==> src/rtl/dmem_arbiter.sv <==
// Two-requester data-memory arbiter.
// Grants one access per cycle, combinationally in the request cycle. Loads
// return one cycle later, routed back by a 1-bit tag. Accesses outside
// SIZE words never reach memory; instead they get an error response.
module dmem_arbiter #(
  parameter int SIZE  = 4096,
  parameter bit RR_EN = 1'b1
) (
  input  logic        clk,
  input  logic        rst,
  input  logic        r0_req,
  input  logic        r0_we,
  input  logic [31:0] r0_addr,
  input  logic [31:0] r0_wdata,
  input  logic [3:0]  r0_mask,
  output logic        r0_gnt,
  output logic        r0_rvalid,
  output logic [31:0] r0_rdata,
  output logic        r0_err,
  input  logic        r1_req,
  input  logic        r1_we,
  input  logic [31:0] r1_addr,
  input  logic [31:0] r1_wdata,
  input  logic [3:0]  r1_mask,
  input  logic        r1_lock,
  output logic        r1_gnt,
  output logic        r1_rvalid,
  output logic [31:0] r1_rdata,
  output logic        r1_err,
  output logic [31:0] mem_addr,
  output logic [31:0] mem_sdata,
  output logic        mem_lenable,
  output logic [3:0]  mem_mask,
  input  logic [31:0] mem_ldata
);

  localparam logic [31:0] SIZE_W = 32'(SIZE);

  // r_last: 1 when requester 1 won the most recent accepted access
  logic        r_last;
  logic        r_g1_prev;
  logic        r_rsp_vld;
  logic        r_rsp_tag;
  logic        r_rsp_err;
  logic [31:0] r_addr_q;
  logic [31:0] r_sdata_q;

  logic [1:0]       w_gnt;
  logic             w_acc;
  logic             w_sel;
  logic             w_we_s;
  logic [31:0]      w_addr_s;
  logic [31:0]      w_wdata_s;
  logic [3:0]       w_mask_s;
  logic             w_in_range;
  logic             w_issue;
  logic [1:0]       w_rvalid;
  logic [1:0]       w_err;
  logic [1:0][31:0] w_rdata;

  // Grant: a held lock wins outright, then round-robin or fixed priority
  // under contention, otherwise the lone requester.
  always_comb begin
    w_gnt = 2'b00;
    if (!rst) begin
      if (r1_req && r1_lock && r_g1_prev)
        w_gnt = 2'b10;
      else if (r0_req && r1_req)
        w_gnt = (RR_EN && !r_last) ? 2'b10 : 2'b01;
      else
        w_gnt = {r1_req, r0_req};
    end
  end

  assign w_acc     = |w_gnt;
  assign w_sel     = w_gnt[1];
  assign w_we_s    = w_sel ? r1_we    : r0_we;
  assign w_addr_s  = w_sel ? r1_addr  : r0_addr;
  assign w_wdata_s = w_sel ? r1_wdata : r0_wdata;
  assign w_mask_s  = w_sel ? r1_mask  : r0_mask;

  // Word index compared against SIZE; byte offset bits are ignored.
  assign w_in_range = ({2'b00, w_addr_s[31:2]} < SIZE_W);
  assign w_issue    = w_acc && w_in_range;

  // Memory strobes are only ever raised for accepted, in-range accesses.
  always_comb begin
    mem_lenable = w_issue && !w_we_s;
    mem_mask    = (w_issue && w_we_s) ? w_mask_s : 4'b0000;
    mem_addr    = rst ? 32'h0 : (w_issue ? w_addr_s : r_addr_q);
    mem_sdata   = rst ? 32'h0 : ((w_issue && w_we_s) ? w_wdata_s : r_sdata_q);
  end

  // Arbitration history, pending response and held memory-bus values.
  always_ff @(posedge clk) begin
    if (rst) begin
      r_last    <= 1'b1;
      r_g1_prev <= 1'b0;
      r_rsp_vld <= 1'b0;
      r_rsp_tag <= 1'b0;
      r_rsp_err <= 1'b0;
      r_addr_q  <= 32'h0;
      r_sdata_q <= 32'h0;
    end else begin
      if (w_acc) r_last <= w_sel;
      r_g1_prev <= w_gnt[1];
      // Loads and any out-of-range access respond; in-range stores do not.
      r_rsp_vld <= w_acc && !(w_in_range && w_we_s);
      r_rsp_tag <= w_sel;
      r_rsp_err <= !w_in_range;
      if (w_issue) r_addr_q <= w_addr_s;
      if (w_issue && w_we_s) r_sdata_q <= w_wdata_s;
    end
  end

  // Per-requester response steering; rdata is forced to zero when not valid.
  for (genvar g = 0; g < 2; g++) begin : g_rsp
    assign w_rvalid[g] = !rst && r_rsp_vld && (r_rsp_tag == 1'(g));
    assign w_err[g]    = w_rvalid[g] && r_rsp_err;
    assign w_rdata[g]  = (w_rvalid[g] && !r_rsp_err) ? mem_ldata : 32'h0;
  end

  assign r0_gnt    = w_gnt[0];
  assign r1_gnt    = w_gnt[1];
  assign r0_rvalid = w_rvalid[0];
  assign r1_rvalid = w_rvalid[1];
  assign r0_err    = w_err[0];
  assign r1_err    = w_err[1];
  assign r0_rdata  = w_rdata[0];
  assign r1_rdata  = w_rdata[1];

endmodule

==> config.mk <==
export PLATFORM = sky130hd
export DESIGN_NAME = dmem_arbiter
export DESIGN_NICKNAME = d
export VERILOG_FILES = /design/src/rtl/dmem_arbiter.sv
export SDC_FILE = /design/constraint.sdc
export NUM_CORES = 1
export LEC_CHECK = 0
export BUFFER_PORTS_ARGS = -buffer_cell sky130_fd_sc_hd__buf_4
export CAP_MARGIN = 20
export CORE_AREA = 2 2 121 123
export CTS_CLUSTER_DIAMETER = 150
export CTS_CLUSTER_SIZE = 8
export DETAILED_ROUTE_END_ITERATION = 16
export DIE_AREA = 0 0 123 125
export HOLD_SLACK_MARGIN = 0.05
export PLACE_DENSITY = 0.53
export SKIP_LAST_GASP = 1
export SLEW_MARGIN = 5
export SYNTH_ARGS = -nofsm -noshare
export SYNTH_HDL_FRONTEND = slang
export SYNTH_SLANG_ARGS = --single-unit
==> constraint.sdc <==
create_clock -name clk -period 4.5 [get_ports clk]
set_input_delay 1.35 -clock clk [delete_from_list [all_inputs] [get_ports clk]]
set_output_delay 1.35 -clock clk [all_outputs]
set_load 0.005 [all_outputs]
==> run summary, run 1 <==
The flow ran to the end, but the final reports show violations. The final reports fail on setup timing. The wire length per cell after detailed routing came out at about 16 um.

The required time of the critical path is approximately 3200 ps. The overall die area is 15380 um^2. The startpoint identified for the worst register-to-register timing path is r_last. Max-cap violations in this run came to 0. Setup repair after global routing could not meet its margin everywhere. The smallest clock period supported by the final layout is computed as between 4000 and 5000 ps. TritonCTS built the clock tree. The share of the Yosys chip area taken by registers is slightly below 40%. The worst hold path class is flop to flop.

The number of nets produced by synthesis came out at roughly 550. The worst-path maximum fanout came out at 29. The first-pass iteration count of the detailed router came out at 4.

After floorplanning, the core was divided into 44 placement rows. The H-tree was split into 3 levels. Of the total power, registers draw between 30% and 40%. The routed via count came out at ~4000.

The number of buffers added by the clock tree synthesis step is 9. The final RePlAce weighted congestion is 0.8075. The post-synthesis to final-layout area growth is 95.76%. The count of pins over their slew limit is 0. Of the total power, combinational logic draws between 10% and 20%.

The number of port buffers is 313. The clock skew is between 5 and 6 ps. The die height came out at between 100 and 150 um. The final count of hold timing violations is 0. The synthesized design spends more area on one cell type than any other, namely dfxtp_1. The final total power came out at 1.684 mW. The horizontal die dimension is roughly 120 um. After routing, the total negative slack on setup checks comes to -152.6 ps. The overall track demand over capacity in global routing came out at approximately 18%. The maximum achievable frequency is 0.2201 GHz. The final worst slack came out at -44.13 ps. Yosys printed 0 warnings. The ratio of final minimum period to clock period came out at 101.0%. The fraction of synthesized cell area taken by the top area cell type is 39.07%.

Setup violations remaining at the end of the flow were counted as 11. The mean instance size in the synthesized netlist came out at between 9 and 10 um^2. The final cell area excluding filler cells came out at between 6000 and 7000 um^2.

Net switching is approximately 22% of the power. The DRC violation total after the first TritonRoute iteration is ~110. The share of layout cells above drive strength 1 came out at between 50% and 60%. The number of remaining DRC errors came out at 0. At the later pin of the worst-skew pair, clock insertion delay measures ~330 ps. Once layout is complete, the utilization of the core stands at roughly 48%.

The half-perimeter wire length after detailed placement is approximately 11 mm. The power spent charging and discharging nets is 376.1 uW. After synthesis, the cell types taking the most area are dfxtp_1 (39%), and2_1 (15%), mux2i_1 (13%), a211oi_1 (6.0%), a21oi_1 (5.3%). The startpoint of the worst setup timing path is r1_lock. The data arrival time of the critical path is 3190 ps. The internal power of the cells totals around 1.3 mW. The first-pass GRT wire length is around 21 mm. The number of diodes came out at 0. The maximum number of pins on one net before global-route repair is 37. The number of flops mapped to enable cells by yosys came out at 0. The clock-pin transition on the worst setup and hold timing paths came out at around 50 ps. The number of top-level pins came out at around 310. The final layout contains a little under 900 nets. The share of total power dissipated in the clock network is between 40% and 50%. The count of mapped cells out of synthesis came out at about 380.

The area of the core region came out at roughly 14000 um^2. The leakage power total came out at 3.343 nW. The initial core utilization is 24.53%.

The leftover overflow at the end of global routing is 0. The peak supply drop is 0.2251 mV. The via count of the first global-routing pass came out at a little over 4000. The power per cell area is roughly 250 nW/um^2. The worst hold margin came out at about 450 ps.

Once detail routing completed, the nets flagged for antenna violations numbered 0. The number of different library cells in the post-synthesis netlist is 30. The wire length after detailed routing is around 15 mm. In the synthesized netlist the dominant register cell turns out to be dfxtp_1.

The capturing element type of the critical path is an output port. For this design, the sink count on the clock tree is a little under 70. The clock passes through at most 2 buffers. The fraction of registers with async set or reset after synthesis came out at 0%.

The flip-flop and latch count after synthesis came out at 68. The number of vias per cell came out at about 4.5. The worst hold path begins at r_addr_q[16].

The synthesized netlist occupies a cell area of between 3000 and 4000 um^2. The initial antenna violation count was 0. The post-placement cell area is 6202 um^2. STA classifies the critical path startpoint as an input pin. For the pin with the worst max-slew slack, the measured transition is about 530 ps. The setup path with the least slack is of type input pin to output port. The clock tree root driver cell is clkbuf_16.

The worst relative slew slack came out at 64.52%.
==> logic make-up after synthesis <==
group | synth area share (%)
buffers and inverters | 4.955
AND/OR/NAND/NOR | 22.15
flip-flops | 39.07
AO/OA/AOI/OAI | 15.66
multiplexers | 18.17
==> Yosys cell counts, drive strengths merged, types with 5 or more instances <==
master and number:
clkbuf 18, nand2 11, nor2 18, a211oi 32, a21oi 37, mux2 15
nor4 8, dfxtp 68, inv 5, buf 12, and2 86, mux2i 46
==> layout by cell type, fill, tap and decap left out, drive strengths merged <==
| cell type | Yosys | layout |
|---|---|---|
| a21oi | 37 | 37 |
| bufinv | 0 | 3 |
| nor4 | 8 | 8 |
| o32ai | 1 | 1 |
| and2 | 86 | 86 |
| nand3 | 1 | 1 |
| and3 | 3 | 3 |
| a21boi | 2 | 2 |
| o21ai | 1 | 1 |
| nor3b | 1 | 1 |
| o21ba | 1 | 1 |
| nor2b | 3 | 3 |
| clkinv | 0 | 3 |
| buf | 12 | 347 |
| a211oi | 32 | 32 |
| nand4 | 4 | 4 |
| o2111ai | 1 | 1 |
| mux2i | 46 | 46 |
| dfxtp | 68 | 68 |
| mux2 | 15 | 15 |
| inv | 5 | 5 |
| nand2 | 11 | 11 |
| a21bo | 1 | 1 |
| o211ai | 1 | 1 |
| clkbuf | 18 | 10 |
| nor2 | 18 | 18 |
==> path summary, 6_finish.rpt <==
kind / end / slack, ps / cells after the start
setup / recovery: mem_sdata[25] / -40 / 10
hold / removal: r_addr_q[16] / 450 / 1
setup reg to reg: r_addr_q[8] / 2330 / 10
hold reg to reg: r_addr_q[16] / 450 / 1
==> metrics by stage <==
step / setup slack, ps / cells
5_1_grt: -112.0 / 893
2_1_floorplan: 293.0 / 376
4_1_cts: -90.51 / 890
6_report: -44.13 / 893
3_5_place_dp: -458.4 / 872
3_3_place_gp: -389.4 / 872
==> metal layers <==
layer  routed length (um)  global-route usage (%)  vias to the layer above  share of wire (%)
met2                 7546                   32.56                      202                 52
met3                 1629                   7.801                       20                 11
li1                     -                       -                     1974                  -
met4                  269                   5.414                        0                1.8
met5                    0                       0                        -                  0
met1                 5113                   18.17                     1841                 35
==> worst max-delay path, cell delays in order <==
cell	delay (ps)
buf_6	90
a21bo_4	200
buf_6	110
o211ai_4	210
inv_4	80
o32ai_4	340
buf_12	220
a21oi_1	100
a211oi_1	300
buf_4	170
==> flip-flops by register name, summed over array words and instances (netlist names) <==
signal and flops:
r_sdata_q 32, r_rsp_err 1, r_addr_q 32, r_last 1, r_rsp_vld 1, r_rsp_tag 1
==> area by class of cell <==
type / instances / area, um^2
inverter: 5 / 21.27
tap: 184 / 230.2
clock buffer: 10 / 229.0
timing repair buffer: 347 / 2718
fill: 1347 / 7382
multi-input combinational: 273 / 2150
sequential: 68 / 1361
clock inverter: 6 / 112.6
==> power by group through the flow <==
stage | Clock (mW) | Sequential [mW] | Combinational, mW
2_1_floorplan | 0 | 0.619 | 0.0797
3_3_place_gp | 0 | 0.619 | 0.244
3_5_place_dp | 0 | 0.619 | 0.246
4_1_cts | 0.837 | 0.606 | 0.256
5_1_grt | 0.866 | 0.606 | 0.281
6_report | 0.817 | 0.606 | 0.261
==> what timing repair did <==
action	4_1_cts	5_1_grt
setup endpoints to repair	69	67
hold buffers	0	0
setup buffers	1	3
gates resized for setup	21	24
pin swaps	2	2
cloned	1	0
(Power assumes the default switching activity.)
==> run 2, diff against run 1 <==
- CORE_AREA: 2 2 121 123 -> 5 5 119 121
- CTS_BUF_LIST: not set -> sky130_fd_sc_hd__clkbuf_8
- CTS_CLUSTER_DIAMETER: 150 -> 80
- DIE_AREA: 0 0 123 125 -> 0 0 124 126
- PLACE_DENSITY: 0.53 -> 0.57
==> run 2 against run 1 <==
Against the previous run:
- the run now ends clean
- final area is 1.0% lower
- first-iteration DRC count is 13% lower
- critical path depth is 1 higher
- highest routed layer unchanged
- sequential share of layout area rose by 0.21 points
- maximum frequency is 1.5% higher
- routed wire length up 5.0%
- sequential power about the same
- via count fell by 0.79%
- combinational power about the same
- utilization is 4.0 points higher
- die area increased by 1.6%
==> run summary, run 2 (synthesized netlist as in run 1, its figures left out) <==
After detailed routing, the number of remaining DRC violations is 0. between 300 and 400 I/O pins were placed. The clock passes through at most 2 buffers. The initial antenna violation count is 0. The via count of the first global-routing pass was between 4000 and 5000. The worst path uses 99.52% of the clock period. The share of layout cells above drive strength 1 came out at approximately three fifths.

The worst-path maximum fanout came out at 8. The final critical path time including I/O delays and setup is approximately 4500 ps. Setup repair after global routing could not meet its margin everywhere. The data arrival time of the critical path came out at between 3000 and 4000 ps. STA classifies the critical path startpoint as an input pin. The pre-CTS setup slack came out at -434.3 ps. The share of total power dissipated in combinational logic is between 10% and 20%. The power per cell area came out at about 210 nW/um^2. The maximum number of pins on one net before global-route repair came out at around 50. The tightest min-delay check is of the flop to flop type. The final count of hold timing violations is 0. The clock-pin transition on the worst setup and hold timing paths is approximately 70 ps. The largest stage delay on the critical path is roughly 300 ps. The net count reported at finish is 876. The clock skew came out at 6.839 ps. The slowest library cell on the worst path is o32ai_4. The worst relative slew slack is a little over half. The count of pins over their slew limit came to 0. The required time of the critical path came out at ~3200 ps. Summing all non-filler instances in the final layout gives an area of 6750 um^2. The max-capacitance violation count came out at 0. Dividing the detail-routed via count by the number of cells gives roughly 4.5. The clock latency at the later pin of the worst-skew pair is between 300 and 400 ps.

The worst hold margin came out at roughly 460 ps. The slack of the worst reg-to-reg path came out at 2490 ps. The library cell used most frequently in the layout, excluding fill and tap cells, is buf_4. The post-placement cell area came out at ~6000 um^2.

The wire length per cell after detailed routing came out at between 15 and 20 um. The total overflow left after global routing is 0. The area of the core region came out at ~13000 um^2. In the final layout, the registers with the most flip-flops are r_addr_q (32), r_sdata_q (32). The number of hold buffers added after cts is 0.

The post-synthesis to final-layout area growth is 93.72%. The floorplan has between 40 and 50 rows. The routed via count came out at 4005. For hold timing, the worst endpoint is r_addr_q[31]. The sequential group share of total power is around 43%. At the end of routability-driven placement, the weighted congestion stood at ~0.84. The half-perimeter wire length after detailed placement came out at between 10 and 15 mm.

The remaining number of nets flagged by the antenna check after routing is 0. The power spent charging and discharging nets is 335.7 uW. Setup violations remaining at the end of the flow were counted as 0. The number of clock sinks seen by CTS is a little under 70. The flow ran to the end, and the final reports show no timing, DRC or antenna violations. The wire length after detailed routing came out at between 15 and 20 mm.

The measured slew at the worst slew-check pin came out at 707.3 ps. The die height is about 130 um. The first-pass GRT wire length is 22.27 mm. The internal power is ~1.1 mW. STA classifies the critical path endpoint as an output port. The number of cells on the worst hold path is 1. The H-tree depth reported by CTS is 3.

After detailed placement, the design holds a cell count of between 800 and 900. The DRC violation total after the first TritonRoute iteration came out at just over 90. TritonCTS built the clock tree. The aggregate negative setup slack is 0 ps. The number of port buffers came out at 313. The clock share of power is between 30% and 40%.

The first TritonRoute pass finished after 4 iterations. Once the floorplan was initialized, standard cells occupied ~27% of the core. Derived from the worst setup path, the maximum achievable clock frequency is approximately 0.22 GHz. The cell count of the worst reg-to-reg path is 9. The leakage power total is between 3 and 4 nW.

The critical path goes through buf_6 > a21bo_4 > o211ai_4 > inv_4 > o32ai_4 > buf_12 > buf_6 > nor2_4 > clkbuf_16 > and2_1 > buf_4. The critical path contains buffers and inverters numbering 6 combined. In this run the most critical hold path is launched from r_addr_q[31]. The worst register-to-register path ends at r_addr_q[22].

Leaving out fill and tap cells, the most frequent cells in the layout are buf_4 (323), and2_1 (79), dfxtp_1 (68), mux2i_1 (46), a21oi_1 (36). In this run, CTS created clock tree buffers numbering 9. The startpoint identified for the worst register-to-register timing path is r_last. The number of cells in the finished layout apart from fillers came out at slightly below 900.

By startpoint and endpoint, the worst setup path is classified as input pin to output port. In this design, the critical path's most frequently occurring cell is buf_6. Clock tree synthesis selected as its root buffer the cell clkbuf_8. VDD sags by at most roughly 0.19 mV. The die is 124 um wide. The fraction of power spent switching nets is between 20% and 30%. The number of diodes is 0. Global routing consumed, over all layers together, between 15 and 20% of the routing resources. The overall die area came out at ~16000 um^2. In the post-route analysis, the smallest setup slack over all paths is 21.47 ps.

Among cell families on the critical path, the largest total delay comes from buffers and inverters.
## run 2: cell count changes in the layout (fill, tap and decap cells not counted), sizes merged
cell	previous run	this run
buf	347	342
clkinv	3	1
inv	5	7
a21boi	2	3
bufinv	3	2
clkbuf	10	11
clkinvlp	0	1
## run 2: metrics by stage
stage	utilization [%]	power, mW
floorplan	-	0.6982
global placement	46.65	0.8530
detailed placement	46.65	0.8559
CTS	49.73	1.425
global route	52.01	1.490
finish	52.01	1.420
## run 2: layout make-up
type                       count  area [um^2]
clock buffer                  10        137.6
clock inverter                 6        80.08
fill                        1205         6230
inverter                       5        21.27
multi-input combinational    274         2202
sequential                    68         1361
tap                          176        220.2
timing repair buffer         343         2728
## run 2: metal layers
layer / GRT usage (%) / routed length, um / up-vias
met4: 6.186 / 375 / 0
met3: 7.040 / 1687 / 23
li1: - / - / 1970
met1: 19.69 / 5422 / 1814
met5: 0 / 0 / -
met2: 32.80 / 7797 / 198
## run 2: what timing repair did
action	in CTS	in global routing
pin swaps	4	20
buffers inserted	7	8
resized for setup	17	44
setup endpoints to repair	68	68
cloned	1	1
## run 2: how the worst max path moves through the flow
stage                     start       endpoint  depth (start not counted)
floorplan                   rst  mem_sdata[21]                          9
global placement        r1_lock   mem_addr[15]                          8
detailed placement      r1_lock   mem_addr[19]                          8
CTS                 r0_addr[28]   mem_sdata[8]                         10
global route        r0_addr[27]   mem_addr[28]                         11
finish                  r1_lock   mem_addr[29]                         11
## run 2: power by group through the flow
stage	Combinational, mW	Clock, mW	Sequential (mW)
global placement	0.234	0	0.619
floorplan	0.0797	0	0.619
detailed placement	0.237	0	0.619
global route	0.279	0.606	0.605
CTS	0.245	0.575	0.605
finish	0.258	0.556	0.605
==> run 3, diff against run 2 <==
- GPL_TIMING_DRIVEN: not set -> 0
- PLACE_DENSITY: 0.57 -> 0.64
==> run 3 against run 2 <==
Against the previous run:
- the flow now finishes with violations (setup timing)
- final area is 1.7% higher
- clock-buffer cell count is 1 higher
- via count is 1.6% higher
- maximum frequency is 1.3% lower
- critical path type unchanged
- sequential share of layout area is 0.34 points lower
- die area stayed put
- non-clock buffer count is 15 higher
- critical endpoint is now mem_sdata[4]
- total power is 5.6% lower
- first-iteration DRC count is 20% lower
- routed wire length is 3.0% higher
- clock power is 15% lower
==> run summary, run 3 (synthesized netlist as in run 1, its figures left out) <==
The register cell area after layout is between 1000 and 1500 um^2. The core occupancy in the finished layout is between 50% and 60%. The worst hold path class is flop to flop. The number of port buffers came out at between 300 and 400. The final total power came out at around 1.3 mW. The DRC violation total after the first TritonRoute iteration is 73. Per report_power, the clock group accounts for around a third of the total.

The global-route track usage on met2 came out at between 30% and 40%. The data arrival time of the critical path came out at roughly 3200 ps. The via count of the first global-routing pass is between 4000 and 5000. The worst setup path is of the input pin to output port kind. The peak supply drop is roughly 0.16 mV. Counting the buffers created by CTS gives 9. The final setup violation count is 3. Counting tap cells, the placed design contains a total of about 860 instances.

Entering global routing, the biggest net connects 19 pins. The startpoint identified for the worst register-to-register timing path is r_last. The combinational share of power is 19.8%. The final critical path time including I/O delays and setup is ~4500 ps. The fraction of power spent switching nets came out at 26.25%.

The max-capacitance violation count came out at 0. In the routed layout, each cell is associated on average with a via count of 4.536. The H-tree depth reported by CTS came out at 3. The number of clock sinks seen by CTS is 68. The final cell area excluding filler cells is between 6000 and 7000 um^2. The clock passes through at most 2 buffers. Once detailed placement completed, the half-perimeter wirelength came to roughly 13 mm.

The first-pass GRT wire length is about 23 mm. The pre-antenna-repair detailed-routing pass consisted of 4 iterations. Final hold analysis gives a worst-case slack of approximately 460 ps. The wire length after detailed routing is ~16 mm. The slack of the worst reg-to-reg path is 2270 ps. The leakage power total came out at 3.311 nW. The critical path launch point type is an input pin. The met3 demand-to-capacity share in global routing came out at 5.022%.

The number of remaining DRC errors came out at 0. The path with the worst hold slack has its endpoint at r_addr_q[19]. Based on the critical path, the design can be clocked at up to 0.2203 GHz. The initial core utilization is between 20% and 30%. The worst-path maximum fanout is 10. The filler cells instantiated in the layout total around 1200.

The number of diodes is 0. The number of cells on the worst hold path came out at 1. The horizontal die dimension is around 120 um. For this run the aggregate overflow at the end of global routing stands at 0. Before CTS, the worst setup slack after placement is -506.4 ps. The clock-pin transition on the worst setup and hold timing paths came out at 70 ps. The net count reported at finish is just under 900. The count of pins over their slew limit is 0. The initial antenna violation count is 0.

Setup repair after global routing could not meet its margin everywhere. The hold path startpoint is r_addr_q[19]. The clock tree from TritonCTS is done. The routed via count is slightly above 4000. Counting stages on the worst path, the most repeated cell is buf_6. The final worst slack came out at -39.78 ps. The floorplan has 42 rows. The post-synthesis to final-layout area growth is 97.02%. STA classifies the critical path endpoint as an output port. In this run the clock root is driven by a clkbuf_8. Global routing used 18.61% of the available met1 tracks. The largest stage delay on the critical path came out at approximately 340 ps. The number of cells in the finished layout apart from fillers is about 900. 314 I/O pins were placed. Routability-driven placement finished with a final weighted congestion of between 0.8 and 0.9. The power per cell area came out at approximately 200 nW/um^2.

The die height came out at about 130 um. The most frequent standard cell in the layout excluding fill and tap cells is buf_4. On the critical path, the stage with the largest delay is an instance of mux2_4. Dividing the detail-routed wire length by the instance count gives roughly 18 um. In the layout the commonest cells are buf_4 (326), and2_1 (86), dfxtp_1 (68), mux2i_1 (45), a21oi_1 (26). After detailed placement, the total cell area comes to between 6000 and 7000 um^2. The analysis attributes to net switching a power of roughly 350 uW. The internal power is roughly 1000 uW. The final reports fail on setup timing. The measured slew at the worst slew-check pin came out at between 800 and 900 ps. The largest registers in the layout are r_addr_q (32), r_sdata_q (32). The later pin in the worst-skew pair is clocked with a latency of ~340 ps.

The aggregate negative setup slack came out at -47.48 ps. The share of layout cells above drive strength 1 is roughly 61%. Global routing used a little under a fifth of the available tracks across all layers.

The endpoint identified for the worst register-to-register timing path is r_sdata_q[4]. The area of the core region is ~13000 um^2. The final count of hold timing violations came out at 0. The worst relative slew slack is 43.07%. In the final layout, the multi-input gates occupy ~2300 um^2. The cell count of the worst reg-to-reg path is 10.

The run finished, with violations left. The clock skew came out at just over 4 ps. The ratio of final minimum period to clock period came out at 100.9%.

met2 is the most crowded layer. Walking the worst path, the cells encountered are buf_6 > a21bo_4 > o211ai_2 > buf_6 > inv_8 > mux2_4 > a21boi_4 > buf_12 > a211oi_4 > buf_4. The remaining number of nets flagged by the antenna check after routing is 0. Per report_power, the sequential group accounts for between 40% and 50% of the total. The die covers 15620 um^2. The required time of the critical path is 3150 ps.
==> run 3: cell count changes in the layout (fill, tap and decap cells not counted), moves of 4 or more <==
cell	previous run	this run
a21oi_1	36	26
clkbuf_1	0	9
a211oi_1	8	0
a211oi_4	0	8
and2_1	79	86
and2_4	7	0
a21oi_2	1	7
buf_6	12	7
clkbuf_2	0	5
a21oi_4	0	4
==> run 3: worst max-delay path, delay by kind of cell <==
family	cells	cell delay, ps
compound gates	4	850
buf+inv	5	650
mux	1	340
==> run 3: routing by layer <==
metal,share of wire (%),up-vias
li1,-,1984
met1,34,1881
met2,55,180
met3,9.0,24
met4,2.0,0
met5,0,-
==> run 3: final cells by class <==
cell class	instances	share of cell area [%]
clock inverter	5	0.5285
buffer	29	3.426
inverter	5	0.3827
timing repair buffer	329	36.49
multi-input combinational	274	33.93
clock buffer	11	2.205
sequential	68	19.83
tap	176	3.208
==> run 3: power groups by stage <==
stage	clock [mW]	combinational, mW	sequential [mW]
floorplan	0	0.0797	0.619
global placement	0	0.236	0.619
detailed placement	0	0.239	0.619
CTS	0.483	0.262	0.605
global route	0.512	0.287	0.605
finish	0.470	0.266	0.605
==> run 3: worst max-delay path by stage <==
stage,startpoint,end,slack (ps),cells after the start
after global placement,rst,mem_sdata[24],-530,10
final,r1_lock,mem_sdata[4],-40,10
after detailed placement,rst,mem_sdata[24],-510,10
after floorplan,rst,mem_sdata[21],290,9
after CTS,r1_lock,mem_addr[2],-80,11
after global routing,r1_lock,mem_addr[2],-110,11
==> run 3: timing repair <==
item,4_1_cts,5_1_grt
hold buffers,0,0
gates cloned,3,0
setup endpoints to repair,69,69
pin swaps,22,16
resized for setup,77,33
setup buffers,11,5
